`src/rtl/dly_multi.sv`:
```
// Multi-channel pulse delay generator: each trigger yields an output pulse
// DELAY ticks later, WIDTH ticks wide, with counter or shift-line timing per channel.
module dly_multi #(
  parameter int CHANNELS = 4,
  parameter int DELAY    = 4,
  parameter int WIDTH    = 1,
  parameter int MODE     = 0,
  parameter int SYNC     = 0
) (
  input  logic                clk,
  input  logic                reset,
  input  logic [CHANNELS-1:0] in,
  input  logic [CHANNELS-1:0] abort,
  output logic [CHANNELS-1:0] out,
  output logic [CHANNELS-1:0] level
);

  logic [CHANNELS-1:0] trig;

  generate
    if (SYNC != 0) begin : g_sync
      logic [CHANNELS-1:0] s1, s2, s3, armed;
      logic                vld;

      // armed only once the synchronised input has been seen low after reset,
      // so a level already high at reset release never counts as a rising edge
      always_ff @(posedge clk) begin
        if (reset) begin
          s1    <= '0;
          s2    <= '0;
          s3    <= '0;
          armed <= '0;
          vld   <= 1'b0;
        end else begin
          s1  <= in;
          s2  <= s1;
          s3  <= s2;
          vld <= 1'b1;
          if (vld) armed <= armed | ~s1;
        end
      end

      assign trig = s2 & ~s3 & armed;
    end else begin : g_nosync
      assign trig = in;
    end

    for (genvar ch = 0; ch < CHANNELS; ch++) begin : g_ch
      if (MODE == 2) begin : g_shift
        localparam int LEN = DELAY + WIDTH - 1;
        logic [LEN-1:0] sh, sh_nx;
        logic           lvl_nx, out_nx;
        logic           out_q, lvl_q;

        // stage k of sh_nx is the trigger that will be k+1 cycles old next cycle
        always_comb begin
          sh_nx = LEN'({sh, trig[ch]});
        end

        if (DELAY > 1) begin : g_lv
          assign lvl_nx = |sh_nx[DELAY-2:0];
        end else begin : g_nolv
          assign lvl_nx = 1'b0;
        end
        assign out_nx = |sh_nx[LEN-1:DELAY-1];

        always_ff @(posedge clk) begin
          if (reset || abort[ch]) begin
            sh    <= '0;
            out_q <= 1'b0;
            lvl_q <= 1'b0;
          end else begin
            sh    <= sh_nx;
            out_q <= out_nx;
            lvl_q <= lvl_nx;
          end
        end

        assign out[ch]   = out_q;
        assign level[ch] = lvl_q;
      end else begin : g_count
        localparam int CW = $clog2(DELAY + 1);
        localparam logic [CW-1:0] LAST = CW'(DELAY - 1);
        logic [CW-1:0] cnt;
        logic [7:0]    wrem;
        logic          pend, out_q, accept, start;

        // MODE 1 lets a trigger restart a pending delay; MODE 0 drops it
        always_comb begin
          accept = trig[ch] && (!pend || (MODE == 1));
          start  = 1'b0;
          if (accept && (DELAY == 1))
            start = 1'b1;
          else if (pend && !accept && (cnt == LAST))
            start = 1'b1;
        end

        // a new pulse reloads the width count, which ORs it with any running one
        always_ff @(posedge clk) begin
          if (reset || abort[ch]) begin
            cnt   <= '0;
            pend  <= 1'b0;
            wrem  <= '0;
            out_q <= 1'b0;
          end else begin
            if (accept && (DELAY > 1)) begin
              pend <= 1'b1;
              cnt  <= CW'(1);
            end else if (pend) begin
              if (cnt == LAST) pend <= 1'b0;
              else cnt <= cnt + 1'b1;
            end
            if (start) begin
              out_q <= 1'b1;
              wrem  <= 8'(WIDTH - 1);
            end else if (out_q) begin
              if (wrem == 8'd0) out_q <= 1'b0;
              else wrem <= wrem - 1'b1;
            end
          end
        end

        assign out[ch]   = out_q;
        assign level[ch] = pend;
      end
    end
  endgenerate

endmodule

```
`config.mk`:
```
export PLATFORM = sky130hd
export DESIGN_NAME = dly_multi
export DESIGN_NICKNAME = d
export VERILOG_FILES = /design/src/rtl/dly_multi.sv
export SDC_FILE = /design/constraint.sdc
export NUM_CORES = 1
export LEC_CHECK = 0
export BUFFER_PORTS_ARGS = -buffer_cell sky130_fd_sc_hd__buf_2
export CAP_MARGIN = 20
export CORE_MARGIN = 2
export CORE_UTILIZATION = 45
export DETAILED_ROUTE_END_ITERATION = 10
export MAX_ROUTING_LAYER = met4
export RECOVER_POWER = 100
export SYNTH_ARGS = -nofsm -noshare
export SYNTH_HDL_FRONTEND = slang
export SYNTH_SLANG_ARGS = --single-unit
```
`constraint.sdc`:
```
create_clock -name clk -period 2.6 [get_ports clk]
set_input_delay 0.13 -clock clk [delete_from_list [all_inputs] [get_ports clk]]
set_output_delay 0.13 -clock clk [all_outputs]
set_load 0.005 [all_outputs]
```
* Word-level counts from Yosys, hierarchy flattened
Cells that the tools add are included.
** Storage, ports and cells
- Word-level logic and storage cells :: 136
- Bits in registers :: 52
- Input port bits :: 10
- Output and inout port bits :: 8
** Operators by class
- Reductions and logical operators :: 52
- Mux-type cells :: 40
- Bitwise logic cells :: 8
- Equality and inequality tests :: 8
- $add $sub $neg :: 8
** Operators by type and width (number)
- two-way mux 1 bit :: 40
- zero test 8 bit :: 4
- subtractor 8 x 1 -> 8 bit, second input constant :: 4
- AND reduction 2 bit :: 12
- OR reduction 2 bit :: 8
- adder 3 x 1 -> 3 bit, second input constant :: 4
- equality test 3 x 2 -> 1 bit, second input constant :: 4
- logical AND 1 bit :: 12
- zero test 1 bit :: 8
- != test 2 bit, second input constant :: 4
- NOT 1 bit :: 8
- nonzero test 2 bit :: 4
- logical OR 1 bit :: 4

* Logic depth before layout (Yosys ltp)
Gate-level depths: netlist of the first run.
- Depth in word-level cells :: 7
- Gate-level depth with buffers :: 6
- Gate-level depth less buffers :: 5

* Worst setup path before layout of the first run
No wires, ideal clock.
- Path kind :: register to register
- Start :: register g_ch[3].g_count.wrem[0]
- End :: register g_ch[3].g_count.wrem[0]
- Path buffers :: 0
- Cell stages (with the launch flop) :: 6
- Arrival :: 1.714 ns
- Setup slack :: 0.765 ns
- Required time :: 2.479 ns
- Period minus slack after synthesis :: 1.835 ns
- Cell sequence :: dfxtp_1 inv_1 ha_1 or4b_4 o31ai_1 mux2_2
** On the way
- Cells in the longest elaborated chain, start to end :: 3
- Elaborated cells between the ends (all ways) :: 4
** RTL lines
- start, declared :: line 85 : logic [7:0] wrem;
- start signal, assigned :: line 115 : wrem <= 8'(WIDTH - 1);
- start signal, assigned :: line 118 : else wrem <= wrem - 1'b1;
- branches (longest 3 deep; another with subtractor 8 x 1 -> 8 bit)
Parallel ways; which one is timed is not known.
A chain may end at the register's enable or synchronous reset.

* Worst setup path after layout of the first run
Same ends and word-level chain as after synthesis.

==> metrics, run 1 <==
Area Growth Syn to Fin=7.95%; Max stage delay on crit path=510 ps; vias per inst=5.42; Mapped Cells=304; clk slew on worst S/H paths=100 ps; share of cells above drive strength 1=13.1%; setup violators final=0; die area=6430 µm²; top cell type by total area after synthesis=dfxtp_1; number of synthesis warnings=0; Power Total=1.35 mW; all-layer global routing usage=16.1%; post-route setup TNS=0 ps; Slew @ Worst Pin=676 ps; Reg area=1040 µm²; fin util=50.9%; worst skew pair latency=310 ps; Req. time, crit path=2810 ps; CP Data Arrival Time=2220 ps; relative slew slack=54.7%; final hold slack=56.8 ps; Std-Cell Rows=27; Async S/R FF share, synth=0%; Post-Layout Cell Count=393; Hold Path Class=input port to flip-flop; number of gates resized after cts=0; post-route antenna net violation count=0; most frequent cells after synthesis=dfxtp_1 (52), nand2_1 (36), a21oi_1 (34); area of the mapped netlist=2610 µm²; Starting Density=47.2%; crit-path cells=inv_1, ha_1, or4b_1, o31ai_1, mux2_2; DRT iter0 DRCs=106; max-cap violation count=0; initial antenna violation count=0; CP max FO=5; top-area cell type share of the netlist area=39.8%; residual DRC count=0; Ports=18; wirelength, routed=4.69 mm; area occupied by multi-input gates=1430 µm²; CP max stage cell=or4b_1; Peak VDD IR=0.221 mV; final hold violation count=0; WL/cell=11.9 µm; Final Net Count=345; Pre-antenna DRT Iters=4; syn_nets=329; CTS buffer count=5; routability cong.=0.749; count of input and output buffers=17; TritonCTS clock tree=yes; CP Class=flip-flop to flip-flop; Synth Register Bits=52; H-tree levels=2; Cell variety after synth=40; Clock Path Buffers=2; Setup crit end kind=flip-flop; most common cell in the netlist=dfxtp_1; clock sink count=52; post-route clock period utilization=77.3%; RSZ-0062 raised after global routing=no; Peak Freq=497 MHz; startpoint class of the critical path=flip-flop; Avg Cell Area, Syn=8.59 µm²; Detail Placement HPWL=3.42 mm; filler instances=563; top_reg_cell synth=dfxtp_1; synth top area cells=dfxtp_1 (40%), ha_1 (7.2%), a21oi_1 (6.5%); largest net degree at the start of global routing=16; fin. max-slew vios=0; Antenna Cells=0; chip height=80.2 µm; Post-synth EDFFs=0; minimum clock period=2010 ps; Die X=80.2 µm; total grt overflow=0; leakage=1.03 nW; clk_skew=10.1 ps; Post-CTS Hold Buffers=0; Inst Count DP=385; first-pass GRT wire length=7.92 mm; routed vias=2132; Pwr Density=479 nW/µm²; Root Driver=clkbuf_8; status=finished clean; core area=5540 µm²; sequential fraction of the synthesis area=39.8%; vias in the first global route=1888; post-CTS setup buffer count=0
==> sequential cells by signal (all words and copies together), names as in the netlist <==
register,cells
g_ch.g_count.pend,4
g_ch.g_count.wrem,32
g_ch.g_count.out_q,4
g_ch.g_count.cnt,12
==> cell type report <==
type | instances | share of cell area [%]
well taps | 72 | 3.19
multi-input cells | 224 | 50.8
repair buffers | 20 | 3.50
inverters | 17 | 2.26
clock buffers | 7 | 3.06
clock inverters | 1 | 0.266
flip-flops and latches | 52 | 36.9
==> routing by layer <==
metal  track usage, %  wire length, µm
met1             19.4             2300
met2             25.9             2180
met3             3.37              138
met4             7.63               68
met5                -                0
==> worst max-delay path: cells and delay by family (launching register included) <==
| kind | cells | cell delay [ps] |
|---|---|---|
| mux | 1 | 380 |
| simple gates | 1 | 510 |
| fa+ha+maj | 1 | 210 |
| compound gates | 1 | 410 |
| buf+inv | 1 | 70 |
| flops | 1 | 330 |
==> cell families after synthesis <==
kind of cell,synth area share (%)
fa+ha+maj,7.18
simple gates,23.8
compound gates,20.5
flops,39.8
buf+inv,5.17
mux,3.54
==> layout by cell type (no fill, tap or decap), types with 2 or more instances in the layout <==
master,count
a2111o_1,4
a211o_1,6
a211oi_1,7
a21bo_2,2
a21o_1,2
a21oi_1,34
and2_0,3
buf_2,16
clkbuf_1,4
clkbuf_8,6
dfxtp_1,52
ha_1,15
inv_1,17
mux2_2,2
mux2i_1,7
nand2_1,36
nand2b_1,6
nor2_1,22
nor2b_1,5
nor3_1,3
nor4_1,6
nor4b_1,4
o211a_1,3
o21ai_0,20
or2_2,8
or3_1,3
or3b_2,3
or4_1,9
==> metrics by stage <==
stage	instance area, µm²	setup WS [ps]
finish	2820	589
global route	2820	412
CTS	2830	596
detailed placement	2740	622
global placement	2740	644
floorplan	2610	765
==> final timing paths <==
kind,startpoint,endpoint,slack [ps],depth (start not counted)
setup / recovery,g_ch[3].g_count.wrem[0],g_ch[3].g_count.wrem[0],590,5
hold / removal,in[3],g_ch[3].g_count.pend,60,3
setup reg to reg,g_ch[3].g_count.wrem[0],g_ch[3].g_count.wrem[0],590,5
hold reg to reg,g_ch[3].g_count.cnt[0],g_ch[3].g_count.cnt[0],470,1
==> power breakdown <==
group	internal (mW)	leakage (nW)	total, mW	switching (mW)
logic	0.0213	0.562	0.0549	0.0336
clock network	0.217	0.0445	0.488	0.271
registers	0.803	0.420	0.809	0.00662
total	1.04	1.03	1.35	0.311
Note: power is estimated with default switching activity, not from simulation.
==> run 2: changes to the inputs <==
--- a/config.mk
+++ b/config.mk
@@ -5,6 +5,7 @@
 export SDC_FILE = /design/constraint.sdc
 export NUM_CORES = 1
 export LEC_CHECK = 0
+export ABC_AREA = 1
 export BUFFER_PORTS_ARGS = -buffer_cell sky130_fd_sc_hd__buf_2
 export CAP_MARGIN = 20
 export CORE_MARGIN = 2
==> constraint.sdc (replaced) <==
create_clock -name clk -period 1.6 [get_ports clk]
set_input_delay 0.08 -clock clk [delete_from_list [all_inputs] [get_ports clk]]
set_output_delay 0.08 -clock clk [all_outputs]
set_load 0.005 [all_outputs]
==> metrics, run 2 <==
residual DRC count=0 (unchanged); count of input and output buffers=17 (unchanged); Pwr Density=775 nW/µm² (was 479 nW/µm²); Post-CTS Hold Buffers=0 (unchanged); RSZ-0062 raised after global routing=no (unchanged); largest net degree at the start of global routing=16 (unchanged); total grt overflow=0 (unchanged); setup violators final=0 (unchanged); most frequent cells after synthesis=nand2_1 (123), inv_1 (55), dfxtp_1 (52) (was dfxtp_1 (52), nand2_1 (36), a21oi_1 (34)); most frequent cells in the layout=nand2_1 (123), inv_1 (56), dfxtp_1 (52) (was dfxtp_1 (52), nand2_1 (36), a21oi_1 (34)); routed vias=2275 (was 2132); Synth Area in Simple Gates=28.0% (was 23.8%); all-layer global routing usage=16.9% (was 16.1%); first-pass GRT wire length=8.60 mm (was 7.92 mm); M2 GR Usage=27.2% (was 25.9%); relative slew slack=79.9% (was 54.7%); CP max stage cell=dfxtp_1 (was or4b_1); biggest regs=g_ch.g_count.wrem x32, g_ch.g_count.cnt x12 (unchanged); area of the mapped netlist=2740 µm² (was 2610 µm²); Max stage delay on crit path=320 ps (was 510 ps); Cell variety after synth=22 (was 40); vias per inst=4.65 (was 5.42); max reg flops=32 (unchanged); core area=5920 µm² (was 5540 µm²); GR peak layer=met2 (unchanged); wirelength, routed=4.82 mm (was 4.69 mm); most common cell in the netlist=nand2_1 (was dfxtp_1); post-route clock period utilization=90.4% (was 77.3%); top_reg_cell synth=dfxtp_1 (unchanged); post-synthesis mux area share=0% (was 3.54%); leakage=1.34 nW (was 1.03 nW); met3 Use GR=5.27% (was 3.37%); startpoint class of the critical path=flip-flop (unchanged); Ports=18 (unchanged); CP Data Arrival Time=1640 ps (was 2220 ps); Reg area=1040 µm² (unchanged); Clock Path Buffers=2 (unchanged); clock sink count=52 (unchanged); Peak Freq=691 MHz (was 497 MHz); TritonCTS clock tree=yes (unchanged); synth top area cells=dfxtp_1 (38%), nand2_1 (17%), a21oi_1 (8.4%) (was dfxtp_1 (40%), ha_1 (7.2%), a21oi_1 (6.5%)); die area=6740 µm² (was 6430 µm²); final hold slack=57.0 ps (was 56.8 ps); vias in the first global route=2091 (was 1888); CP max FO=10 (was 5); filler instances=617 (was 563); Pre-antenna DRT Iters=4 (unchanged); post-CTS setup buffer count=0 (unchanged); Peak VDD IR=0.551 mV (was 0.221 mV); fin. max-slew vios=0 (unchanged); CP Class=flip-flop to flip-flop (unchanged); Starting Density=46.3% (was 47.2%); Die X=82.1 µm (was 80.2 µm); Slew @ Worst Pin=302 ps (was 676 ps); Post-Synth XOR/XNOR Area=5.11% (was 0%); Area Growth Syn to Fin=7.93% (was 7.95%); Mapped Cells=396 (was 304); initial antenna violation count=0 (unchanged); Final Net Count=438 (was 345); Synth Register Bits=52 (unchanged); status=finished clean (unchanged); chip height=82.1 µm (was 80.2 µm); Post-synth EDFFs=0 (unchanged); largest family of logic cells by synthesized area=simple AND/OR/NAND/NOR gates (unchanged); top-area cell type share of the netlist area=37.9% (was 39.8%); register with the most flip-flops=g_ch.g_count.wrem (unchanged); Detail Placement HPWL=3.48 mm (was 3.42 mm); Async S/R FF share, synth=0% (unchanged); met1 Use GR=20.6% (was 19.4%); DRT iter0 DRCs=69 (was 106); Antenna Cells=0 (unchanged); number of gates resized after cts=0 (unchanged); Std-Cell Rows=28 (was 27); clk_skew=10.1 ps (about the same); clk slew on worst S/H paths=90 ps (was 100 ps); Req. time, crit path=1800 ps (was 2810 ps); Setup crit end kind=flip-flop (unchanged); WL/cell=9.85 µm (was 11.9 µm); crit-path cells=inv_1, ha_1, inv_1, nor3_1, nand2_1, nand2_4, inv_4, nand2_1, a21oi_1 (was inv_1, ha_1, or4b_1, o31ai_1, mux2_2); number of synthesis warnings=0 (unchanged); routability cong.=0.769 (was 0.749); minimum clock period=1450 ps (was 2010 ps); share of cells above drive strength 1=8.94% (was 13.1%); post-route antenna net violation count=0 (unchanged); Root Driver=clkbuf_8 (unchanged); final hold violation count=0 (unchanged); H-tree levels=2 (unchanged); Avg Cell Area, Syn=6.93 µm² (was 8.59 µm²); max-cap violation count=0 (unchanged); top cell type by total area after synthesis=dfxtp_1 (unchanged); Synth Area in Adders=6.84% (was 7.18%); most common cell after layout, fill and taps aside=nand2_1 (was dfxtp_1); CTS buffer count=5 (unchanged); area occupied by multi-input gates=1400 µm² (was 1430 µm²); sequential fraction of the synthesis area=37.9% (was 39.8%); syn_nets=421 (was 329); worst skew pair latency=310 ps (about the same); Hold Path Class=input port to flip-flop (unchanged); post-route setup TNS=0 ps (unchanged); compound-gate portion of the synthesized area=11.2% (was 20.5%)
[run 2: cell count changes in the layout (fill, tap and decap cells not counted), sizes merged, moves of 9 or more]
cell	change
nand2	+96
inv	+43
nor2	+17
a21oi	+12
o21ai	-9
or4	-9
xor2	+9
[run 2: final timing paths]
check | from | to | slack, ps | cells after the start
worst max register to register | g_ch[3].g_count.wrem[0] | g_ch[3].g_count.wrem[7] | 150 | 9
worst max-delay path | g_ch[3].g_count.wrem[0] | g_ch[3].g_count.wrem[7] | 150 | 9
worst min register to register | g_ch[1].g_count.wrem[0] | g_ch[1].g_count.wrem[0] | 470 | 2
worst min-delay path | in[2] | g_ch[2].g_count.pend | 60 | 3
[run 2: cell families (layout without fill, tap and decap cells)]
family,count (synthesis),after routing
compound gates,60,60
buf+inv,68,86
fa+ha+maj,15,15
xor+xnor,16,16
flops,52,52
simple gates,185,185
[run 2: area by class of cell]
type / count / area share (%)
repair buffers: 18 / 3.00
clock buffers: 6 / 2.45
clock inverters: 2 / 1.18
well taps: 75 / 3.17
inverters: 60 / 7.77
multi-input cells: 276 / 47.3
flip-flops and latches: 52 / 35.2
[run 2: power by group]
part           total [mW]  leakage (nW)  switching [mW]  internal, mW
clock network       0.891        0.0552           0.426         0.465
registers            1.32         0.420         0.00983          1.31
logic              0.0882         0.860          0.0569        0.0313
[run 2: per-layer routing]
layer  wire, µm  up-vias
met5          0        -
met3        159        5
li1           -     1254
met1       2510      990
met2       2100       26
met4         46        0
[run 2: stage by stage]
stage / power (mW) / setup WS [ps] / cells / cell area (µm²) / util [%]
3_3_place_gp: 1.43 / 217 / 481 / 2870 / 48.5
4_1_cts: 2.34 / 157 / 489 / 2980 / 50.3
6_report: 2.30 / 153 / 489 / 2960 / 50.0
5_1_grt: 2.42 / 9.83 / 489 / 2960 / 50.0
3_5_place_dp: 1.44 / 172 / 481 / 2870 / 48.5
2_1_floorplan: 1.41 / 313 / 396 / 2740 / -
[run 2: worst max-delay path: cells and delay by family (launching register included)]
family / cells / cell delay (ps)
AND/OR/NAND/NOR: 4 / 460
flip-flops: 1 / 320
buffers and inverters: 3 / 260
adder cells (fa/ha/maj): 1 / 240
AO/OA/AOI/OAI: 1 / 50
==> run 3: changes to the inputs <==
--- a/config.mk
+++ b/config.mk
@@ -8,11 +8,12 @@
 export ABC_AREA = 1
 export BUFFER_PORTS_ARGS = -buffer_cell sky130_fd_sc_hd__buf_2
 export CAP_MARGIN = 20
-export CORE_MARGIN = 2
+export CORE_MARGIN = 3
 export CORE_UTILIZATION = 45
 export DETAILED_ROUTE_END_ITERATION = 10
 export MAX_ROUTING_LAYER = met4
-export RECOVER_POWER = 100
+export PLACE_DENSITY = 0.75
+export RECOVER_POWER = 50
 export SYNTH_ARGS = -nofsm -noshare
 export SYNTH_HDL_FRONTEND = slang
 export SYNTH_SLANG_ARGS = --single-unit
==> metrics, run 3 (synthesis gave the netlist of run 2 again) <==
fin. max-slew vios=0 (unchanged); H-tree levels=2 (unchanged); Starting Density=48.1% (was 46.3%); biggest regs=g_ch.g_count.wrem x32, g_ch.g_count.cnt x12 (unchanged); status=finished clean (unchanged); Area Growth Syn to Fin=8.12% (was 7.93%); max-cap violation count=0 (unchanged); minimum clock period=1410 ps (was 1450 ps); max reg flops=32 (unchanged); Post-DP Area=2870 µm² (about the same); Peak Freq=708 MHz (was 691 MHz); residual DRC count=0 (unchanged); clk_skew=8.87 ps (was 10.1 ps); fin area=2970 µm² (was 2960 µm²); number of gates resized after cts=0 (unchanged); count of input and output buffers=17 (unchanged); core area=5710 µm² (was 5920 µm²); die area=7070 µm² (was 6740 µm²); Hold Path Class=input port to flip-flop (unchanged); post-CTS setup buffer count=0 (unchanged); relative slew slack=79.5% (was 79.9%); CP Data Arrival Time=1610 ps (was 1640 ps); final hold slack=61.3 ps (was 57.0 ps); RSZ-0062 raised after global routing=no (unchanged); clk slew on worst S/H paths=90 ps (about the same); CP max FO=10 (unchanged); Root Driver=clkbuf_8 (unchanged); switching share of power=21.4% (was 21.5%); CP max stage cell=dfxtp_1 (unchanged); register share of total power=57.5% (was 57.3%); Peak VDD IR=0.481 mV (was 0.551 mV); total grt overflow=0 (unchanged); TritonCTS clock tree=yes (unchanged); register with the most flip-flops=g_ch.g_count.wrem (unchanged); Pwr Density=772 nW/µm² (was 775 nW/µm²); share of cells above drive strength 1=8.45% (was 8.94%); Max stage delay on crit path=320 ps (about the same); largest net degree at the start of global routing=16 (unchanged); Std-Cell Rows=27 (was 28); most frequent cells in the layout=nand2_1 (123), inv_1 (56), dfxtp_1 (52) (unchanged); leakage=1.34 nW (about the same); CTS buffer count=5 (unchanged); R2R depth=9 (unchanged); post-route clock period utilization=88.3% (was 90.4%); Setup crit end kind=flip-flop (unchanged); routed vias=2305 (was 2275); all-layer global routing usage=14.9% (was 16.9%); vias per inst=4.74 (was 4.65); initial antenna violation count=0 (unchanged); worst skew pair latency=300 ps (was 310 ps); R2R setup slack=190 ps (was 150 ps); first-pass GRT wire length=8.60 mm (unchanged); post-route setup TNS=0 ps (unchanged); filler instances=556 (was 617); Pre-antenna DRT Iters=4 (unchanged); Ports=18 (unchanged); Die X=84.1 µm (was 82.1 µm); Inst Count DP=478 (was 481); Setup crit end=g_ch[3].g_count.wrem[6] (was g_ch[3].g_count.wrem[7]); Detail Placement HPWL=3.58 mm (was 3.48 mm); reg-to-reg startpoint=g_ch[3].g_count.wrem[0] (unchanged); Post-Layout Cell Count=486 (was 489); setup violators final=0 (unchanged); Req. time, crit path=1790 ps (was 1800 ps); chip height=84.1 µm (was 82.1 µm); Sw Pwr=0.490 mW (was 0.493 mW); DRT iter0 DRCs=48 (was 69); combinational group share of total power=3.9% (was 3.8%); Int Power=1.80 mW (about the same); final hold violation count=0 (unchanged); WL/cell=9.95 µm (was 9.85 µm); worst reg2reg path endpoint=g_ch[3].g_count.wrem[6] (was g_ch[3].g_count.wrem[7]); vias in the first global route=2106 (was 2091); Antenna Cells=0 (unchanged); routability cong.=0.799 (was 0.769); CP Launch Point=g_ch[3].g_count.wrem[0] (unchanged); CP Class=flip-flop to flip-flop (unchanged); post-route antenna net violation count=0 (unchanged); clock sink count=52 (unchanged); Slew @ Worst Pin=307 ps (was 302 ps); Final Net Count=438 (unchanged); wirelength, routed=4.84 mm (was 4.82 mm); most common cell after layout, fill and taps aside=nand2_1 (unchanged); crit-path cells=inv_1, ha_2, inv_1, nor3_1, nand2_1, nand2_4, inv_6, nand2_1, a21oi_1 (was inv_1, ha_1, inv_1, nor3_1, nand2_1, nand2_4, inv_4, nand2_1, a21oi_1); startpoint class of the critical path=flip-flop (unchanged); Post-CTS Hold Buffers=0 (unchanged); Clock Path Buffers=2 (unchanged); Clock Power Share=38.7% (was 38.8%)
## run 3: changes by cell type in the layout (fill, tap and decap cells not counted)
cell and change:
buf_2 -3, clkbuf_1 +3, ha_1 -1, ha_2 +1
inv_2 -1, inv_6 +1, nand2_2 -1, nand2_4 +1
## run 3: final cells by class
type,instances,area (µm²),share of cell area [%]
inverter,60,235,7.93
tap,72,90.1,3.04
clock buffer,6,72.6,2.45
clock inverter,2,35.0,1.18
multi-input combinational,276,1410,47.4
sequential,52,1040,35.1
timing repair buffer,18,85.1,2.87
## run 3: worst max-delay path, delay by kind of cell, from the launching register on
family	cells	cell delay [ps]
flip-flops	1	320
buffers and inverters	3	250
AO/OA/AOI/OAI	1	50
AND/OR/NAND/NOR	4	440
adder cells (fa/ha/maj)	1	240
## run 3: how the worst min path moves through the flow
stage,from,end,cells past startpoint,slack (ps)
finish,in[3],g_ch[3].g_count.pend,3,60
detailed placement,in[1],g_ch[1].g_count.pend,3,390
global route,in[3],g_ch[3].g_count.pend,3,50
floorplan,in[1],g_ch[1].g_count.pend,2,260
global placement,in[1],g_ch[1].g_count.pend,3,380
CTS,in[3],g_ch[3].g_count.pend,3,50
## run 3: through the flow
step | utilization, % | worst slack, ps | total power, mW
floorplan | - | 313 | 1.41
global placement | 50.2 | 220 | 1.43
detailed placement | 50.2 | 169 | 1.44
CTS | 52.1 | 152 | 2.32
global route | 52.0 | 11.6 | 2.39
finish | 52.0 | 187 | 2.29
## run 3: layer usage
metal | share of wire (%) | track usage [%]
met2 | 48 | 24.4
met4 | 0.60 | 5.56
met5 | 0 | -
met3 | 3.5 | 3.46
met1 | 48 | 17.7
## run 3: power by group through the flow
stage	Sequential (mW)	Combinational [mW]	Clock [mW]
2_1_floorplan	1.34	0.0641	0
3_3_place_gp	1.35	0.0864	0
3_5_place_dp	1.35	0.0903	0
4_1_cts	1.32	0.0906	0.917
5_1_grt	1.32	0.102	0.968
6_report	1.32	0.0885	0.886
